**src/rtl/mult_shift_add_seq.sv**
```systemverilog
// Sequential shift-and-add multiplier with an integrated controller.
// One partial-product step per cycle; stops early once the remaining
// multiplier bits are all zero. Signed mode works on magnitudes and
// negates the result at the end.
module mult_shift_add_seq #(
    parameter int unsigned WIDTH = 3,
    localparam int unsigned CW   = $clog2(WIDTH + 1)
) (
    input  logic               clk,
    input  logic               reset,
    input  logic               start,
    input  logic               sgn,
    input  logic [WIDTH-1:0]   m,
    input  logic [WIDTH-1:0]   M,
    output logic               busy,
    output logic               done,
    output logic [2*WIDTH-1:0] R,
    output logic [CW-1:0]      CountOut
);

    typedef enum logic [1:0] {StIdle, StCalc, StFix, StDone} state_e;

    state_e             r_state;
    logic [WIDTH-1:0]   r_mreg;
    logic [2*WIDTH-1:0] r_mcand;
    logic [2*WIDTH-1:0] r_acc;
    logic               r_neg;
    logic               r_done;
    logic [2*WIDTH-1:0] r_R;
    logic [CW-1:0]      r_count;

    logic [WIDTH-1:0]   w_m_abs;
    logic [WIDTH-1:0]   w_M_abs;
    logic [2*WIDTH-1:0] w_addend;

    // Operand magnitudes; -(-2^(W-1)) wraps to 2^(W-1), which is the correct unsigned magnitude.
    always_comb begin
        w_m_abs  = (sgn && m[WIDTH-1]) ? (~m + 1'b1) : m;
        w_M_abs  = (sgn && M[WIDTH-1]) ? (~M + 1'b1) : M;
        w_addend = r_mreg[0] ? r_mcand : '0;
    end

    // Controller and datapath; every output except busy is registered here.
    always_ff @(posedge clk) begin
        if (!reset) begin
            r_state <= StIdle;
            r_mreg  <= '0;
            r_mcand <= '0;
            r_acc   <= '0;
            r_neg   <= 1'b0;
            r_done  <= 1'b0;
            r_R     <= '0;
            r_count <= '0;
        end else begin
            r_done <= 1'b0;
            unique case (r_state)
                StIdle: begin
                    if (start) begin
                        r_mreg  <= w_m_abs;
                        r_mcand <= {{WIDTH{1'b0}}, w_M_abs};
                        r_neg   <= sgn & (m[WIDTH-1] ^ M[WIDTH-1]);
                        r_acc   <= '0;
                        r_count <= '0;
                        r_state <= StCalc;
                    end
                end
                StCalc: begin
                    if (r_mreg == '0) begin
                        r_state <= StFix;
                    end else begin
                        r_acc   <= r_acc + w_addend;
                        r_mcand <= r_mcand << 1;
                        r_mreg  <= r_mreg >> 1;
                        r_count <= r_count + CW'(1);
                    end
                end
                StFix: begin
                    r_R     <= r_neg ? (~r_acc + 1'b1) : r_acc;
                    r_done  <= 1'b1;
                    r_state <= StDone;
                end
                StDone: begin
                    r_state <= StIdle;
                end
                default: begin
                    r_state <= StIdle;
                end
            endcase
        end
    end

    // busy is a plain decode of the state register.
    always_comb begin
        busy     = (r_state != StIdle);
        done     = r_done;
        R        = r_R;
        CountOut = r_count;
    end

endmodule

```
**config.mk**
```make
export PLATFORM = sky130hd
export DESIGN_NAME = mult_shift_add_seq
export DESIGN_NICKNAME = d
export VERILOG_FILES = /design/src/rtl/mult_shift_add_seq.sv
export SDC_FILE = /design/constraint.sdc
export NUM_CORES = 1
export LEC_CHECK = 0
export CORE_UTILIZATION = 49
export CTS_CLUSTER_SIZE = 8
export DETAILED_ROUTE_END_ITERATION = 8
export PLACE_DENSITY = 0.86
export SLEW_MARGIN = 30
export SYNTH_ARGS = -nofsm -noshare
export SYNTH_HDL_FRONTEND = slang
export SYNTH_SLANG_ARGS = --single-unit
```
**constraint.sdc**
```tcl
create_clock -name clk -period 2.14 [get_ports clk]
set_clock_uncertainty 0.15 [all_clocks]
set_input_delay 0.214 -clock clk [delete_from_list [all_inputs] [get_ports clk]]
set_output_delay 0.214 -clock clk [all_outputs]
set_load 0.01 [all_outputs]
```
Yosys cells after proc, flatten, opt, wreduce, memory -nomap -nowiden. Index checks and enable logic that the tools add are counted. Widths: inputs -> output; s select.

$add $sub $neg: 5. Equality and inequality tests: 6. Mux-type cells: 20. Bitwise operators: 5. Reduce and logical (&&, ||, !) cells: 9.

Operator list (number): $mux 6 (6); $pmux 6 s2 (2); $mux 3 (4); $mux 2 (4); $pmux 2 s4 (1); $add 3x1->3 const B (2); $add 6x1->6 const B (1); $add 6x6->6 (1); $ne 2x2->1 const B (3); $not 3->3 (2); $not 6->6 (1); $pmux 3 s2 (1); $eq 2x2->1 const B (2); $pmux 2 s2 (1); $reduce_and 2->1 (2); $reduce_bool 2->1 (2); $logic_not 3->1 (1); $reduce_and 3->1 (1); $add 2x1->2 const B (1); $eq 2x1->1 const B (1); $logic_and 1x1->1 (2); $logic_not 2->1 (1); $and 1x1->1 (1); $mux 1 (1); $xor 1x1->1 (1).

Flip-flop bits (word level): 27. Bits of input ports: 10. Logic and storage cells: 53.

Longest topological paths before layout. Gate-level depths: netlist (run 1).

Depth after elaboration: 5. Depth in mapped cells: 9. Depth with buffers taken out: 8.

Worst setup path before layout (run 1). No wires, ideal clock.

Path type: register to register. Start point: register r_mreg[0]. End point: register r_acc[4]. Setup time: 0.118 ns. Data arrival time: 1.734 ns. Data required time: 1.872 ns. Setup slack: 0.138 ns. Cell stages (with the launch flop): 10. Buffers on the path: 1. Cell sequence: dfxtp_1 > buf_2 > and2_1 > ha_1 > fa_1 > a21o_1 > a21oi_1 > xnor2_1 > a22oi_1 > nor2b_1.

Longest elaborated chain between the ends: 4.

RTL lines: start, declared (RTL line 24) `logic [WIDTH-1:0] r_mreg;`; start signal, assigned (RTL line 59) `r_mreg <= w_m_abs;`; start signal, assigned (RTL line 73) `r_mreg <= r_mreg >> 1;`; $mux 6 (RTL line 40) `w_addend = r_mreg[0] ? r_mcand : '0;`; $add 6x6->6 (RTL line 71) `r_acc <= r_acc + w_addend;`; $mux 6 (RTL line 68) `if (r_mreg == '0) begin`; $pmux 6 s2 (RTL line 56) `unique case (r_state)`; end signal, assigned (RTL line 71); end, declared (RTL line 26) `logic [2*WIDTH-1:0] r_acc;`.

Several ways; a longest one is shown, not always the timed one. The select of a mux whose other input is x is not followed. A chain may end at the register's enable or synchronous reset.

Worst setup path in the final report (run 1).
Start point: register r_mreg[0]. End point: register r_acc[5].

The elaborated chain is that of the path after synthesis.

==> results of run 1 <==
[worst min-delay path by stage]
stage	cells after the start	slack [ns]	start	end
finish	1	0.35	CountOut[1]	CountOut[1]
global route	1	0.37	CountOut[1]	CountOut[1]
CTS	1	0.35	CountOut[1]	CountOut[1]
detailed placement	1	0.33	R[2]	R[2]
global placement	1	0.28	CountOut[1]	CountOut[1]
floorplan	2	0.22	sgn	r_neg
[cells in the final DEF (no fill, tap or decap), types with 2 or more instances in the layout]
master | Yosys | layout
o21ai_1 | 2 | 3
nor2b_1 | 19 | 19
buf_4 | 2 | 4
a21o_1 | 2 | 2
clkbuf_4 | 0 | 3
nor2_1 | 2 | 2
nand2_1 | 15 | 15
nor4b_1 | 2 | 2
mux2i_1 | 8 | 8
a22oi_1 | 8 | 8
inv_1 | 9 | 9
dfxtp_1 | 27 | 26
ha_2 | 0 | 2
and2_1 | 7 | 7
a21oi_1 | 6 | 5
a21oi_2 | 1 | 2
o211ai_1 | 2 | 2
a21boi_0 | 3 | 3
clkdlybuf4s50_1 | 0 | 19
nand4_1 | 2 | 2
o21ai_0 | 4 | 3
ha_1 | 12 | 10
xnor2_1 | 4 | 4
o211a_1 | 5 | 5
xor2_1 | 4 | 4
[layout make-up]
class	instances	share of cell area, %
clock buffer	3	1.20
clock inverter	1	0.267
sequential	27	29.0
timing repair buffer	23	11.7
multi-input combinational	128	53.0
tap	44	2.94
inverter	9	1.80
[what timing repair did]
action	CTS	global route
pin swaps	0	3
resized for setup	1	7
setup buffers	0	1
endpoints found under the setup margin	2	3
hold buffers	0	0
[cell families after synthesis]
| family | after synthesis | synth area share [%] |
|---|---|---|
| compound gates | 42 | 20.2 |
| xor+xnor | 8 | 4.35 |
| fa+ha+maj | 13 | 10.6 |
| buf+inv | 18 | 5.68 |
| flops | 27 | 33.6 |
| mux | 8 | 4.98 |
| simple gates | 57 | 20.6 |
[synth_stat cells, drive strengths merged (2+ instances only)]
cell | n | area [um^2]
a21boi | 3 | 22.5
a21o | 2 | 15.0
a21oi | 7 | 38.8
a22oi | 8 | 60.1
and2 | 8 | 52.6
buf | 5 | 42.5
clkbuf | 4 | 15.0
dfxtp | 27 | 541
ha | 12 | 150
inv | 9 | 33.8
mux2i | 8 | 80.1
nand2 | 15 | 56.3
nand4 | 2 | 12.5
nor2 | 2 | 7.51
nor2b | 19 | 119
nor4b | 2 | 17.5
nor4bb | 2 | 20.0
o211a | 5 | 50.1
o211ai | 2 | 15.0
o21ai | 6 | 30.0
xnor2 | 4 | 35.0
xor2 | 4 | 35.0
[layer usage]
metal,wire [um],vias to the layer above,part of all wire (%),global-route usage (%)
met5,0,-,0,0
met4,36,0,1.2,5.78
met3,149,4,4.8,4.15
met2,1590,29,51,36.1
met1,1330,595,43,24.1
li1,-,651,-,-
[registers in the layout, summed over array words and instances (netlist names)]
signal	cells
r_state	2
R	6
done	1
r_mcand	6
CountOut	2
r_neg	1
r_mreg	3
r_acc	6
[power by group]
part | switching [mW] | leakage, nW | internal [mW]
logic | 0.309 | 0.533 | 0.298
clock network | 0.152 | 0.0177 | 0.0701
registers | 0.0563 | 0.220 | 0.588
[worst register-to-register path, stage by stage (launching register included)]
cell	delay, ns
dfxtp_4	0.39
buf_4	0.15
and2_1	0.16
ha_1	0.35
o21ai_1	0.11
nor4bb_1	0.30
and3b_1	0.22
nand4_1	0.09
o211ai_1	0.08
[stage by stage]
step	power, mW	cell area, um^2	utilization (%)	hold slack (ns)
4_1_cts	1.48	1850	60.0	0.348
2_1_floorplan	1.07	1610	-	0.225
3_3_place_gp	1.22	1820	59.1	0.282
5_1_grt	1.58	1880	60.9	0.373
3_5_place_dp	1.25	1820	59.1	0.326
6_report	1.47	1880	60.9	0.349
==> results by group, run 1 <==
Floorplanning
  • DIE AREA: 3520 um^2
  • Starting density of the core: 52.3%
  • Cell Rows: 20
  • Die height: 59.3 um
  • Io pins: 20
  • Core area: 3080 um^2
  • Die X: 59.3 um

Worst setup path
  • CP Cell Sequence: buf_4, and2_1, ha_1, o21ai_1, nor4bb_1, and3b_1, nand4_1, o211ai_1
  • Critical path class: flop to flop
  • Cell count along the critical path: 8
  • Worst Path Arrival: 2.17 ns
  • Critical Path Source: r_mreg[0]
  • Top delay family on crit path: simple AND/OR/NAND/NOR gates
  • Worst Path Required: 2.21 ns
  • CP Capture Type: flop
  • CP Buf/Inv Count: 1
  • Worst reg2reg startpoint: r_mreg[0]
  • Worst setup SP type: flop
  • Reg2Reg Depth: 8
  • Reg2Reg Setup Slack: 0.04 ns
  • Worst path slowest cell: dfxtp_4
  • Worst flop-to-flop path endpoint: r_acc[5]
  • CP Max Fanout: 7
  • Setup crit end: r_acc[5]
  • Max stage delay on crit path: 0.39 ns

Place
  • Pre-CTS WS: 0.0130 ns
  • IO Port Bufs: 19
  • Placed instance count: 230
  • HPWL after DPL: 2.36 mm
  • Routability cong.: 0.771

Yosys
  • Number of synthesized flops with an enable pin: 0
  • Cell count after synthesis: 173
  • Avg Synthesized Cell Area: 9.30 um^2
  • Synthesized Nets: 196
  • Seq/Total Area, Yosys: 33.6%
  • Warnings from Yosys: 0
  • Distinct cells, synth: 44
  • Main synth FF type: dfxtp_1
  • Post-synthesis cell area: 1610 um^2
  • Post-synthesis register bit count: 27
  • Async SR Flop Fraction: 0%

Timing
  • Relative slew slack: 67.6%
  • # setup viols final: 0
  • Worst-margin pin slew: 0.484 ns
  • Max-slew violation count: 0
  • Fin. Hold Viols: 0
  • Final min period: 2.10 ns
  • Fin crit share: 98.0%
  • Fmax: 477 MHz
  • Setup TNS: 0 ns
  • Final setup margin: 0.0430 ns

Route
  • Drt drc: 0
  • DR pass1 iterations: 4
  • WL final: 3.11 mm
  • Antenna Nets Post-Route: 0
  • Number of DRC markers in iteration 0: 50
  • Vias per cell: 5.44
  • Vias: 1,279
  • Average wire per standard cell: 13.2 um

Cells and area
  • Storage cell area: 544 um^2
  • # nets final: 215
  • Layout cells sized above 1: 8.90%
  • Area grow syn2layout: 16.6%
  • # fillers: 257
  • Post-route insts no fill: 235
  • N_diodes: 0
  • Multi-input logic area: 995 um^2

Status
  • Outcome: completed

Clocking
  • Clock Pin Slew Worst Setup and Hold Paths: 0.15 ns
  • Clk_lat worst skew: 0.32 ns
  • CTS Sinks: 27
  • Clock tree buffer depth: 2
  • CTS Root Cell: clkbuf_4
  • CTS Buf Count: 3
  • H-Tree Level Count: 1
  • CTS tree: yes

Pwr
  • Maximum vdd drop: 0.592 mV
  • Pwr dens: 785 nW/um^2
  • P_leak: 0.771 nW

Global route
  • Grt ovf: 0
  • Total track usage: 20.2%
  • Initial antenna violation count: 0
  • Vias in the first global route: 1,208
  • Largest net degree at the start of global routing: 30
  • First-pass GRT wire length: 5.39 mm

Job
  • Max_cap viols: 0

Worst hold path
  • Hold Path Class: flop to flop
Power figures use the tool's default switching activity.
==> run 2, diff against run 1 <==
--- a/config.mk
+++ b/config.mk
@@ -6,8 +6,9 @@
 export NUM_CORES = 1
 export LEC_CHECK = 0
 export CORE_UTILIZATION = 49
-export CTS_CLUSTER_SIZE = 8
+export CTS_CLUSTER_SIZE = 25
 export DETAILED_ROUTE_END_ITERATION = 8
+export HOLD_SLACK_MARGIN = 0.1
 export PLACE_DENSITY = 0.86
 export SLEW_MARGIN = 30
 export SYNTH_ARGS = -nofsm -noshare
==> results of run 2 <==
No change in the layout: final DEF, timing and power equal those of run 1.
